`src/rtl/io_pkg.sv`:
```
// io_pkg: shared constants and state enums for the
// switch input path (event field offsets, debounce states).
package io_pkg;

  localparam int EVT_STATE_LSB    = 0;
  localparam int EVT_MASK_LSB     = 4;
  localparam int DEBOUNCE_DEFAULT = 16;

  typedef enum logic {
    STABLE,
    COUNTING
  } db_state_t;

  typedef enum logic {
    EMPTY,
    PENDING
  } evt_state_t;

endpackage

```
`src/rtl/sw_debounce.sv`:
```
// sw_debounce: one switch; 2-flop sync plus debounce FSM.
// Ports: clk, rst, sw_raw in; level (accepted), changed (1-cycle pulse) out.
module sw_debounce
  import io_pkg::*;
#(
  parameter int DEBOUNCE_CYCLES = DEBOUNCE_DEFAULT
) (
  input  logic clk,
  input  logic rst,
  input  logic sw_raw,
  output logic level,
  output logic changed
);

  localparam int CW = $clog2(DEBOUNCE_CYCLES + 1);
  localparam logic [CW-1:0] LAST = CW'(DEBOUNCE_CYCLES - 1);

  logic          sync1;
  logic          sync2;
  db_state_t     state;
  logic [CW-1:0] cnt;

  always_ff @(posedge clk or posedge rst) begin
    if (rst) begin
      sync1 <= 1'b0;
      sync2 <= 1'b0;
    end else begin
      sync1 <= sw_raw;
      sync2 <= sync1;
    end
  end

  // The edge that enters COUNTING is count 1, so acceptance
  // happens when the count already shows DEBOUNCE_CYCLES-1.
  always_ff @(posedge clk or posedge rst) begin
    if (rst) begin
      state   <= STABLE;
      cnt     <= '0;
      level   <= 1'b0;
      changed <= 1'b0;
    end else begin
      changed <= 1'b0;
      unique case (state)
        STABLE: begin
          if (sync2 != level) begin
            state <= COUNTING;
            cnt   <= CW'(1);
          end
        end
        COUNTING: begin
          if (sync2 == level) begin
            state <= STABLE;
            cnt   <= '0;
          end else if (cnt == LAST) begin
            level   <= sync2;
            changed <= 1'b1;
            state   <= STABLE;
            cnt     <= '0;
          end else begin
            cnt <= cnt + CW'(1);
          end
        end
      endcase
    end
  end

endmodule

```
`src/rtl/switch_input_port.sv`:
```
// switch_input_port: debounced switches to a latched CPU event.
// Ports: clk, rst, sw_raw, rd_req in; sw_state, event_valid, event_data, overflow out.
module switch_input_port
  import io_pkg::*;
#(
  parameter int N_SW            = 4,
  parameter int DEBOUNCE_CYCLES = DEBOUNCE_DEFAULT
) (
  input  logic            clk,
  input  logic            rst,
  input  logic [N_SW-1:0] sw_raw,
  input  logic            rd_req,
  output logic [N_SW-1:0] sw_state,
  output logic            event_valid,
  output logic [7:0]      event_data,
  output logic            overflow
);

  logic [N_SW-1:0] changed;
  logic [3:0]      chg4;
  logic [3:0]      st4;
  logic [3:0]      mask_q;
  logic [3:0]      st_q;
  logic            any_chg;
  evt_state_t      evt_state;

  for (genvar i = 0; i < N_SW; i++) begin : g_sw
    sw_debounce #(
      .DEBOUNCE_CYCLES(DEBOUNCE_CYCLES)
    ) u_db (
      .clk    (clk),
      .rst    (rst),
      .sw_raw (sw_raw[i]),
      .level  (sw_state[i]),
      .changed(changed[i])
    );
  end

  always_comb begin
    chg4 = '0;
    st4  = '0;
    chg4[N_SW-1:0] = changed;
    st4[N_SW-1:0]  = sw_state;
  end

  assign any_chg = |changed;

  // A read that lands with a new change consumes the old
  // event; the new one starts fresh instead of merging.
  always_ff @(posedge clk or posedge rst) begin
    if (rst) begin
      evt_state <= EMPTY;
      mask_q    <= '0;
      st_q      <= '0;
      overflow  <= 1'b0;
    end else begin
      unique case (evt_state)
        EMPTY: begin
          if (any_chg) begin
            evt_state <= PENDING;
            mask_q    <= chg4;
            st_q      <= st4;
            overflow  <= 1'b0;
          end
        end
        PENDING: begin
          if (rd_req) begin
            overflow <= 1'b0;
            if (any_chg) begin
              mask_q <= chg4;
              st_q   <= st4;
            end else begin
              evt_state <= EMPTY;
            end
          end else if (any_chg) begin
            mask_q   <= mask_q | chg4;
            st_q     <= st4;
            overflow <= 1'b1;
          end
        end
      endcase
    end
  end

  assign event_valid = (evt_state == PENDING);
  assign event_data[EVT_MASK_LSB +: 4]  = mask_q;
  assign event_data[EVT_STATE_LSB +: 4] = st_q;

endmodule

```
`config.mk`:
```
export PLATFORM = sky130hd
export DESIGN_NAME = switch_input_port
export DESIGN_NICKNAME = d
export VERILOG_FILES = /design/src/rtl/io_pkg.sv /design/src/rtl/sw_debounce.sv /design/src/rtl/switch_input_port.sv
export SDC_FILE = /design/constraint.sdc
export NUM_CORES = 1
export LEC_CHECK = 0
export BUFFER_PORTS_ARGS = -buffer_cell sky130_fd_sc_hd__buf_4
export CORE_ASPECT_RATIO = 0.5
export CORE_MARGIN = 2
export CORE_UTILIZATION = 43
export CTS_CLUSTER_SIZE = 12
export DETAILED_ROUTE_END_ITERATION = 10
export GPL_TIMING_DRIVEN = 0
export PLACE_DENSITY = 0.69
export SYNTH_ARGS = -nofsm -noshare
export SYNTH_HDL_FRONTEND = slang
export SYNTH_SLANG_ARGS = --single-unit
```
`constraint.sdc`:
```
create_clock -name clk -period 1.8 [get_ports clk]
set_input_delay 0.36 -clock clk [delete_from_list [all_inputs] [get_ports clk]]
set_output_delay 0.36 -clock clk [all_outputs]
set_load 0.05 [all_outputs]
```
# Word level (Yosys, flattened, before mapping)
# Cells that the tools add are included.
[word_totals] output_inout_bits=14 reg_bits=50 elab_cells=122 input_bits=7
[op_classes] eq_ne=18 bitwise_logic=10 n_mux=56 add_sub_neg=4 reduce_logical=6
[op_table] cell="$mux W5" n=12
[op_table] cell="$pmux W5 S2" n=4
[op_table] cell="$mux W1" n=29
[op_table] cell="$add A5 B1 Y5 const B" n=4
[op_table] cell="$eq A5 B4 Y1 const B" n=4
[op_table] cell="$mux W4" n=4
[op_table] cell="$pmux W1 S2" n=6
[op_table] cell="$reduce_and A3 Y1" n=4
[op_table] cell="$not A1 Y1" n=9
[op_table] cell="$ne A2 B1 Y1 const B" n=4
[op_table] cell="$pmux W4 S2" n=1
[op_table] cell="$eq A1 B1 Y1" n=4
[op_table] cell="$ne A1 B1 Y1" n=4
[op_table] cell="$or A4 B4 Y4" n=1
[op_table] cell="$reduce_or A4 Y1" n=1
[op_table] cell="$ne A3 B3 Y1 const B" n=1
[op_table] cell="$ne A2 B2 Y1 const B" n=1
[op_table] cell="$reduce_and A2 Y1" n=1

# Logic depth before layout (Yosys ltp)
[depth] ltp_word=4 mapped_depth=4 mapped_depth_nobuf=4

# By module
# Synthesis repeated with hierarchy kept, for this count alone.
[hier_totals] hier_cells=178 area_unflattened_um2=2209.6
[modules_own_cells] mod="sw_debounce" seq_area_each_um2=250.2 area_per_inst_um2=445.4 cells_per_inst=36 instances=4
[modules_own_cells] mod="switch_input_port" seq_area_each_um2=250.2 area_per_inst_um2=427.9 cells_per_inst=34 instances=1

# Worst setup path before layout
# OpenSTA, ideal clock, no wires.
[synth_timing] kind="register -> register" startpoint="register g_sw[2].u_db.cnt[0]" endpoint="register g_sw[2].u_db.level" setup_time_ns=0.125 path_buffers=0 setup_slack_ns=0.454 synth_period_minus_slack_ns=1.346 required_ns=1.675 stages_incl_launch_ff=5 arrival_ns=1.222 path_cell_list="dfrtp_1 ha_1 and4b_1 nand2_1 mux2_2"
[synth_between] elab_chain_cells=2
[synth_lines] item="start, declared" line_no="sw_debounce.sv:21" source="logic [CW-1:0] cnt;"
[synth_lines] item="start signal, assigned" line_no="sw_debounce.sv:60" source="cnt <= cnt + CW'(1);"
[synth_lines] item="$eq A5 B4 Y1" line_no="sw_debounce.sv:54" source="end else if (cnt == LAST) begin"
[synth_lines] item="$reduce_and A3 Y1 (no line)"
[synth_lines] item="end signal, assigned" line_no="sw_debounce.sv:55" source="level <= sync2;"
[synth_lines] item="end, declared" line_no="sw_debounce.sv:11" source="output logic level,"
# Every way passes these cells.
# A chain may end at the register's enable or synchronous reset.

# Worst setup path after layout
[layout_timing] startpoint="register g_sw[1].u_db.cnt[0]" endpoint="register g_sw[1].u_db.level"
[layout_between] elab_chain_cells=2
[layout_lines] item="start, declared" line_no="sw_debounce.sv:21"
[layout_lines] item="start signal, assigned" line_no="sw_debounce.sv:60"
[layout_lines] item="$eq A5 B4 Y1" line_no="sw_debounce.sv:54"
[layout_lines] item="$reduce_and A3 Y1 (no line)"
[layout_lines] item="end signal, assigned" line_no="sw_debounce.sv:55"
[layout_lines] item="end, declared" line_no="sw_debounce.sv:11"
# Every way passes these cells.

==> results by group <==
Logic synthesis
  – Yosys top cell area share: between 50 and 60%
  – Main synth FF type: dfrtp_1
  – Yosys Warn Count: 0
  – Largest family of logic cells by synthesized area: simple AND/OR/NAND/NOR gates
  – Netlist Area Pre-Place: approximately 0.0021 mm²
  – Ranking of synthesized cells by area: dfrtp_1 60%, nand3_1 3.8%, mux2_2 3.8%
  – Multiplexer share of the synthesized area: between 4 and 5%
  – Synth Area in Adders: under 10%
  – Synth Area in Simple Gates: around 15%
  – Post-synthesis xor/xnor area fraction: ~5.0%
  – Library cells used by synthesis: 34
  – Top-count cell post-synth: dfrtp_1
  – Async set-reset flop share out of synthesis: 100%
  – Syn nets: about 180
  – Post-Syn Instances: 173
  – Post-synthesis compound-gate area fraction: between 10% and 20%
  – Synthesized flop and latch total: 50
  – Commonest cells in the netlist: 50 x dfrtp_1, 16 x nand3_1, 12 x nand2_1
  – Synth area leader: dfrtp_1
  – Post-synth EDFFs: 0
  – Sequential-to-total area share from yosys stat: 59.8%
  – Avg Cell Area, Syn: about 12 µm²

Clock network
  – Worst-path clk slew: 0.10 ns
  – Clk sink count: 50
  – Root Buffer: clkbuf_8
  – CTS tree: yes
  – TritonCTS buffer count: 5
  – CTS Hold Bufs: 0
  – Setup Buffers After CTS: 0
  – CTS resizes: 0
  – CTS max path bufs: 2
  – Worst skew pair latency: just over 0.3 ns
  – CTS H-tree lvls: 2

Run
  – Max-cap check violation count: 0

Detailed routing
  – First-pass DRT Iterations: 4
  – Antenna viol nets, final: 0
  – Via count: roughly 1400
  – DRT iter0 DRCs: 32
  – Vias per cell: about 5
  – WL final: 3550 µm
  – Drt drc: 0
  – Routed WL per cell: 13.2 µm

STA
  – Setup TNS: 0 ns
  – Relative slew margins: between 60% and 70%
  – Tmin final: about 1.5 ns
  – Skew final: ~0.0074 ns
  – Fin. Hold Viols: 0
  – Worst Tran Pin Value: a little over 0.5 ns
  – Final WS setup: roughly 0.34 ns
  – Unrepaired setup endpoints after global routing: no
  – Period utilization: between 80% and 90%
  – Max-slew violations: 0
  – Final setup violation count: 0
  – Top achievable clock speed: a little under 700 MHz

Pwr
  – Internal power: 1.56 mW
  – NetSw: ~0.54 mW
  – Clk pwr share: 32.7%
  – Max VDD drop: roughly 0.00034 V
  – PwrDens: 864 mW/mm²
  – Switching share of power: roughly a quarter
  – Sequential fraction of design power: between 50 and 60%
  – Leakage power: approximately 1.2 nW
  – Combinational share of power: about 8.5%
  – Total power: between 2 and 2.5 mW

Outcome
  – Status: finished clean

Die
  – # rows: 17
  – Core Box Area: 0.00453 mm²
  – I/O pin total: 21
  – Chip height: 53.3 µm
  – Die width: between 100 and 150 µm
  – Initial Util: a little under half
  – Die ar.: about 0.0055 mm²

Setup path
  – Worst path bufs/invs: 0
  – CP max FO: 4
  – Cell family with most CP delay: flip-flops
  – Critical path, cell by cell: ha_1 > and4b_1 > nand2_1 > mux2_2
  – Crit-path max cell delay: about 0.42 ns
  – Critical path type: reg2reg
  – Arr. time, crit path: ~1.7 ns
  – Crit-path slowest cell: dfrtp_1
  – Crit end category: flip-flop
  – CP startpoint kind: flip-flop
  – WP data required: ~2 ns

Hold path
  – Worst Hold Class: in2async

Global route
  – Vias in the first global route: 1337
  – First-pass GRT wire length: ~6000 µm
  – Largest net degree at the start of global routing: 30
  – GR Overflow Total: 0
  – GRT Total Usage: 14.9%
  – Initial antenna violation count: 0

Final layout
  – Layout cells sized above 1: approximately 21%
  – Area occupied by multi-input gates: approximately 790 µm²
  – Antenna cells: 0
  – Nets@finish: 212
  – Seq. cell area: 0.00125 mm²
  – Area Growth Syn to Fin: 16.6%
  – Fillers: slightly below 400

Placed design
  – GP Congestion: roughly 0.83
  – Worst slack at placement: between 0.3 and 0.4 ns
  – Dpl hpwl: about 2500 µm
  – Port Buffer Count: 20
[layout by cell type (no fill, tap or decap), types with 2 or more instances in the layout]
| cell type | n |
|---|---|
| a21o_1 | 5 |
| a21oi_1 | 5 |
| a31oi_1 | 2 |
| a32o_1 | 2 |
| and3_1 | 4 |
| and4b_1 | 4 |
| buf_4 | 24 |
| clkbuf_1 | 2 |
| clkbuf_8 | 6 |
| dfrtp_1 | 50 |
| ha_1 | 4 |
| inv_1 | 3 |
| mux2_2 | 7 |
| nand2_1 | 12 |
| nand2b_1 | 2 |
| nand3_1 | 16 |
| nand3b_1 | 2 |
| nor2_1 | 6 |
| nor2b_1 | 2 |
| o21a_1 | 6 |
| o21ai_0 | 9 |
| o2bb2ai_1 | 2 |
| xnor2_1 | 4 |
| xor2_1 | 8 |
[area by class of cell]
class                   count  share of cell area (%)
flip-flops and latches     50                    51.3
clock inverters             2                   0.513
plain buffers               6                    1.54
repair buffers             21                    6.98
multi-input cells         113                    32.3
well taps                  66                    3.39
clock buffers               6                    3.39
inverters                   4                   0.616
[per-stage QoR]
step                instances  hold WS, ns  instance area, µm²  util, %
floorplan                 173        0.331                2090        -
global placement          259        0.332                2320     51.3
detailed placement        260        0.335                2340     51.7
CTS                       268       0.0962                2440     53.8
global route              268        0.114                2440     53.8
finish                    268       0.0772                2440     53.8
[kinds of logic (layout without fill, tap and decap cells)]
logic type,after synthesis,count (layout)
AOI/OAI and AO/OA,35,35
xor gates and xnor gates,12,12
adders and majority gates,4,4
buffers and inverters,10,39
DFF,50,50
muxes,8,8
and+or+nand+nor,54,54
[final timing paths]
path | slack [ns] | cells past startpoint | from | end
max in group asynchronous | 1.21 | 3 | rst | g_sw[3].u_db.cnt[4]
hold reg to reg | 0.36 | 0 | g_sw[3].u_db.sync1 | g_sw[3].u_db.sync2
min in group clk | 0.15 | 1 | sw_raw[2] | g_sw[2].u_db.sync1
hold / removal | 0.08 | 2 | rst | overflow
setup reg to reg | 0.34 | 4 | g_sw[1].u_db.cnt[0] | g_sw[1].u_db.level
setup / recovery | 0.34 | 4 | g_sw[1].u_db.cnt[0] | g_sw[1].u_db.level
[worst reg2reg max path, cell delays in order (launching register included)]
cell and delay [ns]:
dfrtp_1 0.42, ha_1 0.25, and4b_1 0.26, nand2_1 0.09
mux2_2 0.33
[registers in the layout (all words and copies together), names as in the netlist]
signal             cells
g_sw.u_db.cnt         20
g_sw.u_db.changed      4
g_sw.u_db.level        4
g_sw.u_db.state        4
g_sw.u_db.sync1        4
g_sw.u_db.sync2        4
mask_q                 4
st_q                   4
event_valid            1
overflow               1
[layer usage]
layer / global-route usage, % / wire length, µm
met3: 3.96 / 95
met4: 6.22 / 53
met5: 0 / 0
met2: 25.3 / 1720
met1: 18.2 / 1690
[power by group through the flow]
| stage | clock, mW | sequential (mW) | combinational, mW |
|---|---|---|---|
| floorplan | 0 | 1.25 | 0.123 |
| global placement | 0 | 1.26 | 0.163 |
| detailed placement | 0 | 1.26 | 0.180 |
| CTS | 0.702 | 1.24 | 0.182 |
| global route | 0.739 | 1.25 | 0.204 |
| finish | 0.689 | 1.24 | 0.178 |
No activity file was read; power rests on OpenSTA's default activity.
